**src/rtl/wb_regfile_if.sv**
```systemverilog
// Writeback/register-file bundle: MEM/WB writeback fields, decode read ports and status outputs.
// The master drives the pipeline and read indices, and the slave is the register file.
interface wb_regfile_if #(
    parameter int DATA_W = 16,
    parameter int ADDR_W = 4,
    parameter int CNT_W  = 16
);
    logic              memtoreg;
    logic              regwrite;
    logic [DATA_W-1:0] wb_aluout;
    logic [DATA_W-1:0] wb_memdata;
    logic [ADDR_W-1:0] wb_dst;
    logic [ADDR_W-1:0] rd_addr_a;
    logic [ADDR_W-1:0] rd_addr_b;
    logic [DATA_W-1:0] rd_data_a;
    logic [DATA_W-1:0] rd_data_b;
    logic [DATA_W-1:0] wb_data;
    logic              wb_commit;
    logic [CNT_W-1:0]  retired_cnt;

    modport master (
        output memtoreg, regwrite, wb_aluout, wb_memdata, wb_dst, rd_addr_a, rd_addr_b,
        input  rd_data_a, rd_data_b, wb_data, wb_commit, retired_cnt
    );

    modport slave (
        input  memtoreg, regwrite, wb_aluout, wb_memdata, wb_dst, rd_addr_a, rd_addr_b,
        output rd_data_a, rd_data_b, wb_data, wb_commit, retired_cnt
    );
endinterface

```
**src/rtl/wb_regfile.sv**
```systemverilog
// Writeback stage plus 2**ADDR_W x DATA_W register file: 1-cycle write, 0-cycle reads with bypass.
// R0 reads as zero and ignores writes. A synchronous reset clears the array and the retired counter.
module wb_regfile #(
    parameter int DATA_W = 16,
    parameter int ADDR_W = 4,
    parameter int CNT_W  = 16
) (
    input  logic          i_clk,
    input  logic          i_rst,
    wb_regfile_if.slave   bus
);
    localparam int NREG = 2 ** ADDR_W;
    localparam logic [CNT_W-1:0] CNT_ONE = {{(CNT_W-1){1'b0}}, 1'b1};

    logic [DATA_W-1:0] r_regs [NREG];
    logic [CNT_W-1:0]  r_cnt;
    logic [DATA_W-1:0] w_wb_data;
    logic              w_commit;
    logic [DATA_W-1:0] w_rd_a;
    logic [DATA_W-1:0] w_rd_b;

    assign w_wb_data = bus.memtoreg ? bus.wb_memdata : bus.wb_aluout;
    // Reset suppresses commit, which also disables the bypass path during reset.
    assign w_commit  = bus.regwrite & (bus.wb_dst != '0) & ~i_rst;

    always_ff @(posedge i_clk) begin
        if (i_rst) begin
            for (int i = 0; i < NREG; i++) begin
                r_regs[i] <= '0;
            end
            r_cnt <= '0;
        end else if (w_commit) begin
            r_regs[bus.wb_dst] <= w_wb_data;
            r_cnt              <= r_cnt + CNT_ONE;
        end
    end

    always_comb begin
        w_rd_a = r_regs[bus.rd_addr_a];
        if (bus.rd_addr_a == '0) begin
            w_rd_a = '0;
        end else if (w_commit && (bus.rd_addr_a == bus.wb_dst)) begin
            w_rd_a = w_wb_data;
        end
    end

    always_comb begin
        w_rd_b = r_regs[bus.rd_addr_b];
        if (bus.rd_addr_b == '0) begin
            w_rd_b = '0;
        end else if (w_commit && (bus.rd_addr_b == bus.wb_dst)) begin
            w_rd_b = w_wb_data;
        end
    end

    assign bus.rd_data_a   = w_rd_a;
    assign bus.rd_data_b   = w_rd_b;
    assign bus.wb_data     = w_wb_data;
    assign bus.wb_commit   = w_commit;
    assign bus.retired_cnt = r_cnt;
endmodule

```
**src/flat_wrapper.sv**
```systemverilog
// flat-port wrapper written by rule: the top's interface ports become plain ports
module wb_regfile_flat 
#(
    parameter int DATA_W = 16,
    parameter int ADDR_W = 4,
    parameter int CNT_W  = 16
)
  (i_clk, i_rst, bus_memtoreg, bus_regwrite, bus_wb_aluout, bus_wb_memdata, bus_wb_dst, bus_rd_addr_a, bus_rd_addr_b, bus_rd_data_a, bus_rd_data_b, bus_wb_data, bus_wb_commit, bus_retired_cnt);
  wb_regfile_if #(.DATA_W(DATA_W), .ADDR_W(ADDR_W), .CNT_W(CNT_W)) bus_i ();
  input  logic i_clk;
  input  logic i_rst;
  input wire logic [$bits(bus_i.memtoreg)-1:0] bus_memtoreg;
  input wire logic [$bits(bus_i.regwrite)-1:0] bus_regwrite;
  input wire logic [$bits(bus_i.wb_aluout)-1:0] bus_wb_aluout;
  input wire logic [$bits(bus_i.wb_memdata)-1:0] bus_wb_memdata;
  input wire logic [$bits(bus_i.wb_dst)-1:0] bus_wb_dst;
  input wire logic [$bits(bus_i.rd_addr_a)-1:0] bus_rd_addr_a;
  input wire logic [$bits(bus_i.rd_addr_b)-1:0] bus_rd_addr_b;
  output wire logic [$bits(bus_i.rd_data_a)-1:0] bus_rd_data_a;
  output wire logic [$bits(bus_i.rd_data_b)-1:0] bus_rd_data_b;
  output wire logic [$bits(bus_i.wb_data)-1:0] bus_wb_data;
  output wire logic [$bits(bus_i.wb_commit)-1:0] bus_wb_commit;
  output wire logic [$bits(bus_i.retired_cnt)-1:0] bus_retired_cnt;
  assign bus_i.memtoreg = bus_memtoreg;
  assign bus_i.regwrite = bus_regwrite;
  assign bus_i.wb_aluout = bus_wb_aluout;
  assign bus_i.wb_memdata = bus_wb_memdata;
  assign bus_i.wb_dst = bus_wb_dst;
  assign bus_i.rd_addr_a = bus_rd_addr_a;
  assign bus_i.rd_addr_b = bus_rd_addr_b;
  assign bus_rd_data_a = bus_i.rd_data_a;
  assign bus_rd_data_b = bus_i.rd_data_b;
  assign bus_wb_data = bus_i.wb_data;
  assign bus_wb_commit = bus_i.wb_commit;
  assign bus_retired_cnt = bus_i.retired_cnt;
  wb_regfile #(.DATA_W(DATA_W), .ADDR_W(ADDR_W), .CNT_W(CNT_W)) u_core (.i_clk(i_clk), .i_rst(i_rst), .bus(bus_i));
endmodule
```
**config.mk**
```make
export PLATFORM = sky130hd
export DESIGN_NAME = wb_regfile_flat
export DESIGN_NICKNAME = d
export VERILOG_FILES = /design/src/rtl/wb_regfile_if.sv /design/src/rtl/wb_regfile.sv /design/src/flat_wrapper.sv
export SDC_FILE = /design/constraint.sdc
export NUM_CORES = 1
export LEC_CHECK = 0
export CAP_MARGIN = 20
export CORE_MARGIN = 2
export CORE_UTILIZATION = 40
export DETAILED_ROUTE_END_ITERATION = 7
export HOLD_SLACK_MARGIN = 0.1
export PLACE_DENSITY_LB_ADDON = 0.05
export REMOVE_ABC_BUFFERS = 1
export SYNTH_ARGS = -nofsm -noshare
export SYNTH_HDL_FRONTEND = slang
export SYNTH_SLANG_ARGS = --single-unit
```
**constraint.sdc**
```tcl
create_clock -name i_clk -period 2.9 [get_ports i_clk]
set_input_delay 0.725 -clock i_clk [delete_from_list [all_inputs] [get_ports i_clk]]
set_output_delay 0.725 -clock i_clk [all_outputs]
set_load 0.05 [all_outputs]
```
Word level (Yosys, flattened, before mapping)
Memories as Yosys holds them, arrays and structs flattened. Cells that the tools add are included.

Eq/ne operators: 2. Bitwise operators: 3. Reductions and logical operators: 6. Muxes and demuxes: 13. Add/subtract/negate cells: 1.

Operators by type and width (count): 2-to-1 mux 16 bit (6); adder 16 x 1 -> 16 bit, second input constant (1); OR reduction 16 bit (1); == test 4 bit (2); zero test 4 bit (2); 2-to-1 mux 1 bit (6); 2-to-1 mux 4 bit (1); nonzero test 4 bit (1); bitwise AND 1 bit (2); logical AND 1 bit (2); inverter 1 bit (1).

Word-level logic and storage cells: 27. Flip-flop bits (word level): 16. Memories: 1. RAM bits: 256. Bits of input ports: 48. Output and inout port bits: 65.

Memories: u_core.r_regs (depth 16, width 16, read ports 2, clocked after memory_dff 0, write ports 16, line wb_regfile.sv:15) `logic [DATA_W-1:0] r_regs [NREG];`.

Longest topological paths before layout
Gate-level depths: netlist (run 1).

Depth after elaboration: 8. Gate-level depth with buffers: 7. Depth with buffers taken out: 4.

Least setup slack after synthesis (run 1)
OpenSTA, ideal clock, no wires.

Path kind: in2out. From: input bus_wb_dst[3]. To: output bus_rd_data_b[10]. Setup slack: -0.838 ns. Stages on the path: 6. Path buffers: 2. Data arrival time: 3.013 ns. Data required time: 2.175 ns. Cell sequence: buf_2 -> nor4_1 -> nor2_1 -> nand2_1 -> buf_2 -> o22ai_1.

Cells in the longest elaborated chain, start to end: 6.

Ends and longest elaborated chain: start, declared (line flat_wrapper.sv:16) `input wire logic [$bits(bus_i.wb_dst)-1:0] bus_wb_dst;`; nonzero test 4 bit (line wb_regfile.sv:24) `assign w_commit = bus.regwrite & (bus.wb_dst != '0) & ~i_rst;`; bitwise AND 1 bit (2 in series) (line wb_regfile.sv:24); net bus_wb_commit (line flat_wrapper.sv:22) `output wire logic [$bits(bus_i.wb_commit)-1:0] bus_wb_commit;`; logical AND 1 bit (line wb_regfile.sv:51) `end else if (w_commit && (bus.rd_addr_b == bus.wb_dst)) begin`; 2-to-1 mux 16 bit (line wb_regfile.sv:51); 2-to-1 mux 16 bit (line wb_regfile.sv:49) `if (bus.rd_addr_b == '0) begin`; end, declared (line flat_wrapper.sv:20) `output wire logic [$bits(bus_i.rd_data_b)-1:0] bus_rd_data_b;`.

The timed path passes the listed nets, and every way through them passes these cells.

Final worst setup path (run 1)
From: input bus_rd_addr_b[0]. To: output bus_rd_data_b[1].

Cells in the longest elaborated chain, start to end: 4.

Ends and longest elaborated chain: start, declared (line flat_wrapper.sv:18) `input wire logic [$bits(bus_i.rd_addr_b)-1:0] bus_rd_addr_b;`; branches (longest 3 deep; another with memory (16 x 16 bit)); 2-to-1 mux 16 bit * (line wb_regfile.sv:49).

Every way passes the cells marked *.

==> reports/metrics.cfg, run 1 <==
[run_status]
status = complete, but fails checks
violations = negative setup slack

[drt]
wl_met2_mm = 24.97
wire_per_inst_um = 27.77
first_pass_iters = 5
via_count = 10430
top_layer_used = met4
wl_met3_mm = 3.085
drt_iter0_drc = 988
drc = 0
wl_mm = 49.57
drtAntennaViolNets = 0
m1WireLength_mm = 19.67
avgViaCountPerCell = 5.844

[cells_and_area]
num-nets-final = 1350
diodes = 0
synthToLayoutAreaGrowth_pct = 40.41
drive_above_1_share = 0.4177

[power]
total_leakage_power_nw = 7.364
ir_drop_mv = 0.4483
power_density_nw_per_um2 = 537.4

[logic_synthesis]
synth_xor_xnor_area_share = 0.006772
ys_seq_area_frac = 0.5629
synth-edff-count = 256
synth_top_family_by_area = multiplexers
synth.top_cells.by_area = edfxtp_1 (54%), mux4_2 (20%), nor2_1 (7.5%), a22o_1 (4.0%), dfxtp_1 (2.3%)
synth.area.mux_share = 0.2139
postSynthAreaPerCell_um2 = 13.76
synth-compound-area-share = 0.06447
syn_inst = 1034
yosys.area.top_type_share = 0.5404
synthArstFlopShare = 0
yosys.area_share.simple = 0.1133
yosysMostFrequentCell = nor2_1
yosys_register_bits = 272
yosys.area.top_type = edfxtp_1
ys.flop_type = edfxtp_1
yosys-top-cells-count = nor2_1 (283), edfxtp_1 (256), mux4_2 (128)
synth_warnings = 0
syn_area_um2 = 14230
netlist-cell-type-count = 38
synthAdderAreaFrac = 0.0008795

[worst_setup_path]
critPathRequiredTime_ps = 2170
rrSetupSlack_ps = 1030
critPathMaxStageDelay_ps = 500
crit_type = primary input to output port
reg2reg_to = u_core.bus.retired_cnt[15]$_SDFFE_PP0P_
worst_r2r_path_depth = 4
rr_startpoint = u_core.bus.retired_cnt[3]$_SDFFE_PP0P_
cp_max_fo = 8
critPathLaunchType = primary input
cp_common_cell = buf_12
critPathArrivalTime_ps = 2350
end_kind = output port
worst_path_max_delay_cell = mux4_2
cp_cell_sequence = buf_16 -> buf_12 -> buf_12 -> mux4_2 -> a22o_4 -> nor2_4 -> o22ai_4 -> buf_12

[hold_path]
whs_path_depth = 2
hold_class = register to register
hold-path-endpoint = u_core.bus.retired_cnt[15]$_SDFFE_PP0P_
hp-start = u_core.bus.retired_cnt[15]$_SDFFE_PP0P_

[floorplan]
dieArea_um2 = 37090
die_w_um = 192.6
fp.dieH_um = 192.6
core_area_um2 = 35310
io_pins = 113
initial_core_util = 0.4029
num_rows = 69

[global_route]
grtUsageTotal = 0.2711
grt_pass1_vias = 10580
grt_pass1_wl_mm = 71.24
grt_max_degree = 49
grt_overflow = 0
antenna_found_initial = 0

[sta]
finalSetupViolCount = 32
timing.slew.headroom = 0.3984
layout_setup_ws_ps = -173.2
finalHoldViolations = 0
hold_slack_ps = 482.7
rsz0062_at_grt = true
worstMarginPinSlew_ps = 884.9
drv_slew = 0
fin_crit_sh = 1.060
finalClockSkew_ps = 4.113
tns_ps = -3612
min_period_ps = 3073
fmax_ghz = 0.3254

[place]
portBuffers = 112
dp_hpwl_mm = 32.25
gp_congestion = 0.8561

[clock_tree]
cts_buffers = 31
root_buffer = clkbuf_16
clockBufferDepth = 3
cts_tree = done
clock_sinks = 272
clock_latency_ps = 560
htreeDepth = 1
clkTransAtPathRegs_ps = 60
holdBufCountCts = 0

[job]
cap_violations = 0

[layout by cell type (no fill, tap or decap), types with 5 or more instances in the layout]
cell             synthesis  layout
inv_1                   17      17
o31ai_1                  8       8
nor2b_1                 11       9
o22ai_4                  0      21
edfxtp_1               256     256
or4_1                    7       7
clkbuf_1                44       5
nand3_1                 11      11
clkbuf_16                0      33
nand2_1                 19      18
nor2_2                   0      10
dfxtp_1                 16      16
clkinv_2                 0       8
clkdlybuf4s50_1          0      48
nor2_4                   0      22
buf_16                   0      14
mux4_2                 128     128
xor2_1                  11       8
o21ai_0                  6       6
buf_2                   31       5
a22o_4                   0      22
mux2i_2                  0      15
a21oi_1                 10      10
buf_6                    6      21
clkinv_1                 0       9
o22ai_2                  0      11
buf_4                    9     146
a22o_1                  65      42
conb_1                   1      16
nor2_1                 283     251
nand2b_1                16      16
buf_12                   0      69
[critical path: cells and delay by family]
kind / cells / cell delay (ps)
AO/OA/AOI/OAI: 2 / 360
AND/OR/NAND/NOR: 1 / 130
buffers and inverters: 4 / 610
multiplexers: 1 / 500
[repair_timing]
action                                  in CTS  in global routing
resized for setup                          190                 52
endpoints found under the setup margin      33                 32
cloned                                      15                  2
pin swaps                                   54                 48
setup buffers                               18                 11
[logic make-up (layout without fill, tap and decap cells)]
family,count (synthesis),in the layout
adder cells (fa/ha/maj),1,1
multiplexers,144,144
other,1,16
buffers and inverters,111,386
XOR/XNOR,11,11
AO/OA/AOI/OAI,122,122
AND/OR/NAND/NOR,372,372
flip-flops,272,272
[worst max-delay path by stage]
stage                           from                 to  cells past startpoint
CTS                 bus_rd_addr_b[0]   bus_rd_data_b[8]                      8
global placement    bus_rd_addr_a[3]  bus_rd_data_a[13]                      9
finish              bus_rd_addr_b[0]   bus_rd_data_b[1]                      8
detailed placement  bus_rd_addr_a[3]  bus_rd_data_a[13]                      9
floorplan                      i_rst  bus_rd_data_b[15]                      4
global route        bus_rd_addr_b[0]   bus_rd_data_b[9]                      8
[routing by layer]
metal	GRT usage	vias to the layer above
met1	0.3473	5381
li1	-	4511
met3	0.04274	97
met4	0.09689	0
met5	0	-
met2	0.4669	443
[state kept, by name, summed over array words and instances, names as in the netlist]
name and count:
u_core.r_regs 256, u_core.bus.retired_cnt 16
[area by class of cell]
class                      instances  area, um2
clock buffer                      36      794.5
clock inverter                    20      121.4
fill                            2852      15330
inverter                          17      63.81
multi-input combinational        666       6628
sequential                       272       8008
tap                              461      576.8
timing repair buffer             313       3784
[where the power goes]
group          switching, mW  internal (mW)  total [mW]
clock                   1.58           2.03        3.61
combinational           1.29           1.20        2.49
sequential             0.112           4.52        4.63
total                   2.99           7.75        10.7
[per-stage QoR]
step | power, mW | utilization | instances | setup slack [ps] | area, um2
finish | 10.74 | 0.5657 | 1785 | -173.2 | 19980
global route | 11.05 | 0.5657 | 1785 | -202.7 | 19980
CTS | 10.73 | 0.5604 | 1778 | -171.8 | 19790
detailed placement | 6.832 | 0.4946 | 1692 | -633.1 | 17470
global placement | 6.820 | 0.4946 | 1692 | -593.2 | 17470
floorplan | 5.671 | - | 955 | -855.6 | 13810
Note: power is estimated with default switching activity, not from simulation.
==> run 2, diff against run 1 <==
--- a/config.mk
+++ b/config.mk
@@ -8,6 +8,7 @@
 export CAP_MARGIN = 20
 export CORE_MARGIN = 2
 export CORE_UTILIZATION = 40
+export CTS_BUF_LIST = sky130_fd_sc_hd__clkbuf_2
 export DETAILED_ROUTE_END_ITERATION = 7
 export HOLD_SLACK_MARGIN = 0.1
 export PLACE_DENSITY_LB_ADDON = 0.05
==> run 2 against run 1 <==
Effect of this change:
- the flow still finishes with violations (negative setup slack)
- worst setup slack worse by 230 ps
- clock skew is 26 ps higher
- critical path depth is 3 lower
- clock-buffer cell count is 76 higher
- via count is 1.1% lower
- register-to-register slack worse by 30 ps
- global-route usage is 1.3 points lower
- combinational power is 8.8% lower
- critical endpoint is now bus_rd_data_b[13]
- largest cell class unchanged
- largest power group unchanged
==> reports/metrics.cfg, run 2 (synthesized netlist as in run 1, its figures left out) <==
[worst_setup_path]
cp_max_fo = 2  ; -6
crit_type = register to output port
rrSetupSlack_ps = 1000  ; -30 ps
reg2reg_to = u_core.bus.retired_cnt[15]$_SDFFE_PP0P_
critPathRequiredTime_ps = 2170  ; about the same
end_kind = output port
worst_r2r_path_depth = 4  ; unchanged
critPathLaunchType = register
rr_startpoint = u_core.bus.retired_cnt[3]$_SDFFE_PP0P_
critPathArrivalTime_ps = 2580  ; +230 ps

[sta]
finalSetupViolCount = 32  ; unchanged
min_period_ps = 3306  ; +232.8 ps
fmax_ghz = 0.3025  ; -7.0%
finalHoldViolations = 0  ; unchanged
drv_slew = 0  ; unchanged
rsz0062_at_grt = true
worstMarginPinSlew_ps = 759.6  ; -125.4 ps
tns_ps = -11210  ; -7596 ps
timing.slew.headroom = 0.4836  ; +0.08523
layout_setup_ws_ps = -406.0  ; -232.8 ps
fin_crit_sh = 1.140  ; +0.08026
finalClockSkew_ps = 29.72  ; +25.61 ps

[clock_tree]
root_buffer = clkbuf_2
cts_tree = done
holdBufCountCts = 0  ; unchanged
htreeDepth = 3  ; +2
clockBufferDepth = 3  ; unchanged
clkTransAtPathRegs_ps = 100  ; +40 ps
clock_sinks = 272  ; unchanged
cts_buffers = 74  ; +140%
clock_latency_ps = 940  ; +380 ps

[drt]
avgViaCountPerCell = 5.658  ; -3.2%
drc = 0  ; unchanged
first_pass_iters = 5  ; unchanged
via_count = 10320  ; -1.1%
drt_iter0_drc = 905  ; -8.4%
drtAntennaViolNets = 0  ; unchanged
wire_per_inst_um = 25.60  ; -7.8%
wl_mm = 46.69  ; -5.8%

[cells_and_area]
num-nets-final = 1356  ; +0.44%
synthToLayoutAreaGrowth_pct = 31.46
top_register = u_core.r_regs
drive_above_1_share = 0.4126  ; -0.005045
layout_common_cells = nor2_1 (256), edfxtp_1 (256), buf_4 (143)
fin_area_um2 = 18700  ; -6.4%
largest_register_ffs = 256  ; unchanged

[floorplan]
io_pins = 113  ; unchanged
dieArea_um2 = 37090  ; unchanged
num_rows = 69  ; unchanged
die_w_um = 192.6  ; unchanged
initial_core_util = 0.4029  ; unchanged
core_area_um2 = 35310  ; unchanged
fp.dieH_um = 192.6  ; unchanged

[global_route]
gr-usage-met3 = 0.05983  ; +0.01709
grtUsageMet2 = 0.4238  ; -0.04315
grtUsageTotal = 0.2580  ; -0.01314
grt.met1_usage = 0.3249  ; -0.02241
antenna_found_initial = 1  ; +1
grt_overflow = 0  ; unchanged
grt.busiest_layer = met2
grt_pass1_wl_mm = 67.65  ; -5.0%
grt_max_degree = 49  ; unchanged
grt_pass1_vias = 10550  ; -0.23%

[place]
dp_hpwl_mm = 32.25  ; unchanged
placed_area_um2 = 17470  ; unchanged
gp_congestion = 0.8561  ; unchanged
portBuffers = 112  ; unchanged

[hold_path]
hp-start = i_rst
whs_path_depth = 3  ; +1
hold-path-endpoint = u_core.bus.retired_cnt[0]$_SDFFE_PP0P_
hold_class = primary input to register

[run_status]
status = complete, but fails checks
violations = negative setup slack

[power]
total_leakage_power_nw = 7.094  ; -3.7%
ir_drop_mv = 0.2374  ; -47%
power_density_nw_per_um2 = 515.8  ; -4.0%

[job]
cap_violations = 0  ; unchanged

-- run 2: how the worst max path moves through the flow --
stage,end,slack [ps],depth (start not counted),startpoint
finish,bus_rd_data_b[13],-410,5,u_core.r_regs[7][13]$_SDFFCE_PN0P_
global route,bus_rd_data_b[15],-520,5,u_core.r_regs[1][15]$_SDFFCE_PN0P_
CTS,bus_rd_data_b[13],-540,5,u_core.r_regs[3][13]$_SDFFCE_PN0P_
detailed placement,bus_rd_data_a[13],-630,9,bus_rd_addr_a[3]
global placement,bus_rd_data_a[13],-590,9,bus_rd_addr_a[3]
floorplan,bus_rd_data_b[15],-860,4,i_rst
-- run 2: layer usage --
metal  share of wire  vias to the layer above
met5               0                        -
met2            0.50                      461
li1                -                     4561
met4           0.036                        0
met3           0.069                       91
met1            0.40                     5207
-- run 2: area by class of cell --
cell class,count,area [um2]
Fill cell,3043,16610
Sequential cell,272,8008
Multi-Input combinational cell,666,6315
Timing Repair Buffer,276,3072
Tap cell,461,576.8
Clock buffer,112,560.5
Clock inverter,19,103.9
Inverter,17,63.81
Antenna cell,1,2.502
-- run 2: timing repair --
action / CTS / global route
cloned: 0 / 1
resized for setup: 69 / 56
buffers inserted: 0 / 1
pin swaps: 28 / 41
setup endpoints to repair: 49 / 32
-- run 2: through the flow --
step / hold WS (ps) / util / setup WS (ps) / power, mW / instances
global placement: 462.6 / 0.4946 / -593.2 / 6.820 / 1692
detailed placement: 472.2 / 0.4946 / -633.1 / 6.832 / 1692
CTS: 294.9 / 0.5203 / -539.0 / 9.670 / 1821
finish: 398.2 / 0.5296 / -406.0 / 9.647 / 1824
floorplan: 686.0 / - / -855.6 / 5.671 / 955
global route: 352.4 / 0.5296 / -519.1 / 10.04 / 1824
-- run 2: where the power goes --
group,internal [mW],switching (mW),total [mW]
Clock,1.11,1.65,2.76
Combinational,1.06,1.20,2.27
Sequential,4.51,0.110,4.62
Total,6.68,2.97,9.65
-- run 2: critical path: stages, from the launching register on --
cell	delay, ps
edfxtp_1	430
mux4_2	540
a22o_1	250
nor2_4	160
o22ai_4	100
buf_12	150
==> run 3, diff against run 2 <==
--- a/config.mk
+++ b/config.mk
@@ -11,6 +11,7 @@
 export CTS_BUF_LIST = sky130_fd_sc_hd__clkbuf_2
 export DETAILED_ROUTE_END_ITERATION = 7
 export HOLD_SLACK_MARGIN = 0.1
+export MAX_ROUTING_LAYER = met4
 export PLACE_DENSITY_LB_ADDON = 0.05
 export REMOVE_ABC_BUFFERS = 1
 export SYNTH_ARGS = -nofsm -noshare
==> run 3 against run 2 <==
Effect of this change:
- the run still ends with negative setup slack left
- first-iteration DRC count shrank 9.0%
- non-clock buffer count shrank 1
- worst setup slack worse by 40 ps
- highest routed layer unchanged
- critical endpoint is now bus_rd_data_a[0]
==> reports/metrics.cfg, run 3 (synthesized netlist as in run 1, its figures left out) <==
[run_status]
status = complete, but fails checks
violations = negative setup slack

[sta]
fin_crit_sh = 1.154  ; +0.01384
finalHoldViolations = 0  ; unchanged
fmax_ghz = 0.2989  ; -1.2%
tns_ps = -11310  ; -100.8 ps
timing.slew.headroom = 0.4735  ; -0.01011
finalClockSkew_ps = 25.59  ; -4.131 ps
hold_slack_ps = 402.7  ; +4.508 ps
worstMarginPinSlew_ps = 774.4  ; +14.87 ps
drv_slew = 0  ; unchanged
min_period_ps = 3346  ; +40.15 ps
rsz0062_at_grt = true
layout_setup_ws_ps = -446.1  ; -40.15 ps
finalSetupViolCount = 32  ; unchanged

[clock_tree]
post_cts_buffers = 0  ; unchanged
root_buffer = clkbuf_2
clkTransAtPathRegs_ps = 90  ; about the same
cts_tree = done
clockBufferDepth = 3  ; unchanged
htreeDepth = 3  ; unchanged
clock_sinks = 272  ; unchanged
clock_latency_ps = 940  ; about the same
cts_buffers = 74  ; unchanged
holdBufCountCts = 0  ; unchanged

[global_route]
antenna_found_initial = 1  ; unchanged
grt_overflow = 0  ; unchanged
grtUsageTotal = 0.2657  ; +0.007743
grt_max_degree = 49  ; unchanged
grt_pass1_vias = 10550  ; -0.057%
grt_pass1_wl_mm = 67.63  ; about the same

[cells_and_area]
fin_util = 0.5295  ; about the same
top_register = u_core.r_regs
synthToLayoutAreaGrowth_pct = 31.42  ; about the same
nFillCells = 3044  ; +0.033%
fin_area_um2 = 18700  ; about the same
num-nets-final = 1355  ; -0.074%
final_common_cell = edfxtp_1
layout_common_cells = edfxtp_1 (256), nor2_1 (255), buf_4 (142)
regArea_um2 = 8008  ; unchanged
drive_above_1_share = 0.4137  ; +0.001038
multiInputGateArea_um2 = 6325  ; +0.16%
largest_register_ffs = 256  ; unchanged

[power]
power_density_nw_per_um2 = 515.5  ; about the same
total_leakage_power_nw = 7.088  ; about the same
ir_drop_mv = 0.2386  ; +0.48%

[place]
gp_congestion = 0.8698  ; +1.6%
placed_area_um2 = 17470  ; unchanged
preCtsSetupSlack_ps = -633.1  ; unchanged
dp_hpwl_mm = 32.25  ; unchanged
portBuffers = 112  ; unchanged

[hold_path]
hold_class = primary input to register
whs_path_depth = 3  ; unchanged

[worst_setup_path]
end_kind = output port
cp_max_fo = 7  ; +5
critPathRequiredTime_ps = 2170  ; about the same
critPathArrivalTime_ps = 2620  ; +40 ps
crit_type = primary input to output port
critPathLaunchType = primary input
worst_r2r_path_depth = 4  ; unchanged

[floorplan]
core_area_um2 = 35310  ; unchanged
num_rows = 69  ; unchanged
initial_core_util = 0.4029  ; unchanged
die_w_um = 192.6  ; unchanged
dieArea_um2 = 37090  ; unchanged
io_pins = 113  ; unchanged
fp.dieH_um = 192.6  ; unchanged

[drt]
drtAntennaViolNets = 0  ; unchanged
avgViaCountPerCell = 5.640  ; -0.32%
via_count = 10280  ; -0.38%
first_pass_iters = 5  ; unchanged
drt_iter0_drc = 824  ; -9.0%
wire_per_inst_um = 25.57  ; -0.11%
drc = 0  ; unchanged
wl_mm = 46.61  ; -0.17%

[job]
cap_violations = 0  ; unchanged

run 3: what timing repair did:
action | in CTS | in global routing
gates cloned | 0 | 1
pin swaps | 28 | 40
gates resized for setup | 69 | 59
setup endpoints to repair | 49 | 32
run 3: critical path, cell delays in order:
cell and delay (ps):
clkdlybuf4s50_1 540, buf_4 180, xor2_1 140, nor2_1 70, a22o_2 340, buf_4 200
o22ai_1 240, buf_12 180
run 3: final cells by class:
cell class / count / share of cell area
clock buffer: 112 / 0.02998
antenna: 1 / 0.0001339
tap: 461 / 0.03085
multi-input combinational: 666 / 0.3383
timing repair buffer: 275 / 0.1634
sequential: 272 / 0.4283
inverter: 17 / 0.003413
clock inverter: 19 / 0.005555
run 3: report_power, final:
part	switching [mW]	leakage (nW)	internal, mW	total [mW]
Clock	1.64	0.519	1.11	2.75
Sequential	0.110	2.57	4.51	4.62
Combinational	1.20	4.00	1.06	2.26
run 3: path summary, 6_finish.rpt:
| kind | start | to | slack, ps |
|---|---|---|---|
| worst min register to register | u_core.bus.retired_cnt[15]$_SDFFE_PP0P_ | u_core.bus.retired_cnt[15]$_SDFFE_PP0P_ | 490 |
| worst min-delay path | i_rst | u_core.bus.retired_cnt[0]$_SDFFE_PP0P_ | 400 |
| worst max register to register | u_core.bus.retired_cnt[3]$_SDFFE_PP0P_ | u_core.bus.retired_cnt[15]$_SDFFE_PP0P_ | 1010 |
| worst max-delay path | bus_wb_dst[0] | bus_rd_data_a[0] | -450 |
run 3: per-layer routing:
| metal | vias up | global-route usage | share of wire |
|---|---|---|---|
| met5 | - | - | 0 |
| met1 | 5186 | 0.3273 | 0.40 |
| met4 | 0 | 0.1189 | 0.033 |
| met3 | 80 | 0.05710 | 0.073 |
| li1 | 4557 | - | - |
| met2 | 458 | 0.4229 | 0.50 |
run 3: stage by stage:
stage	cells	power, mW
floorplan	955	5.671
global placement	1692	6.820
detailed placement	1692	6.832
CTS	1821	9.670
global route	1823	10.04
finish	1823	9.637
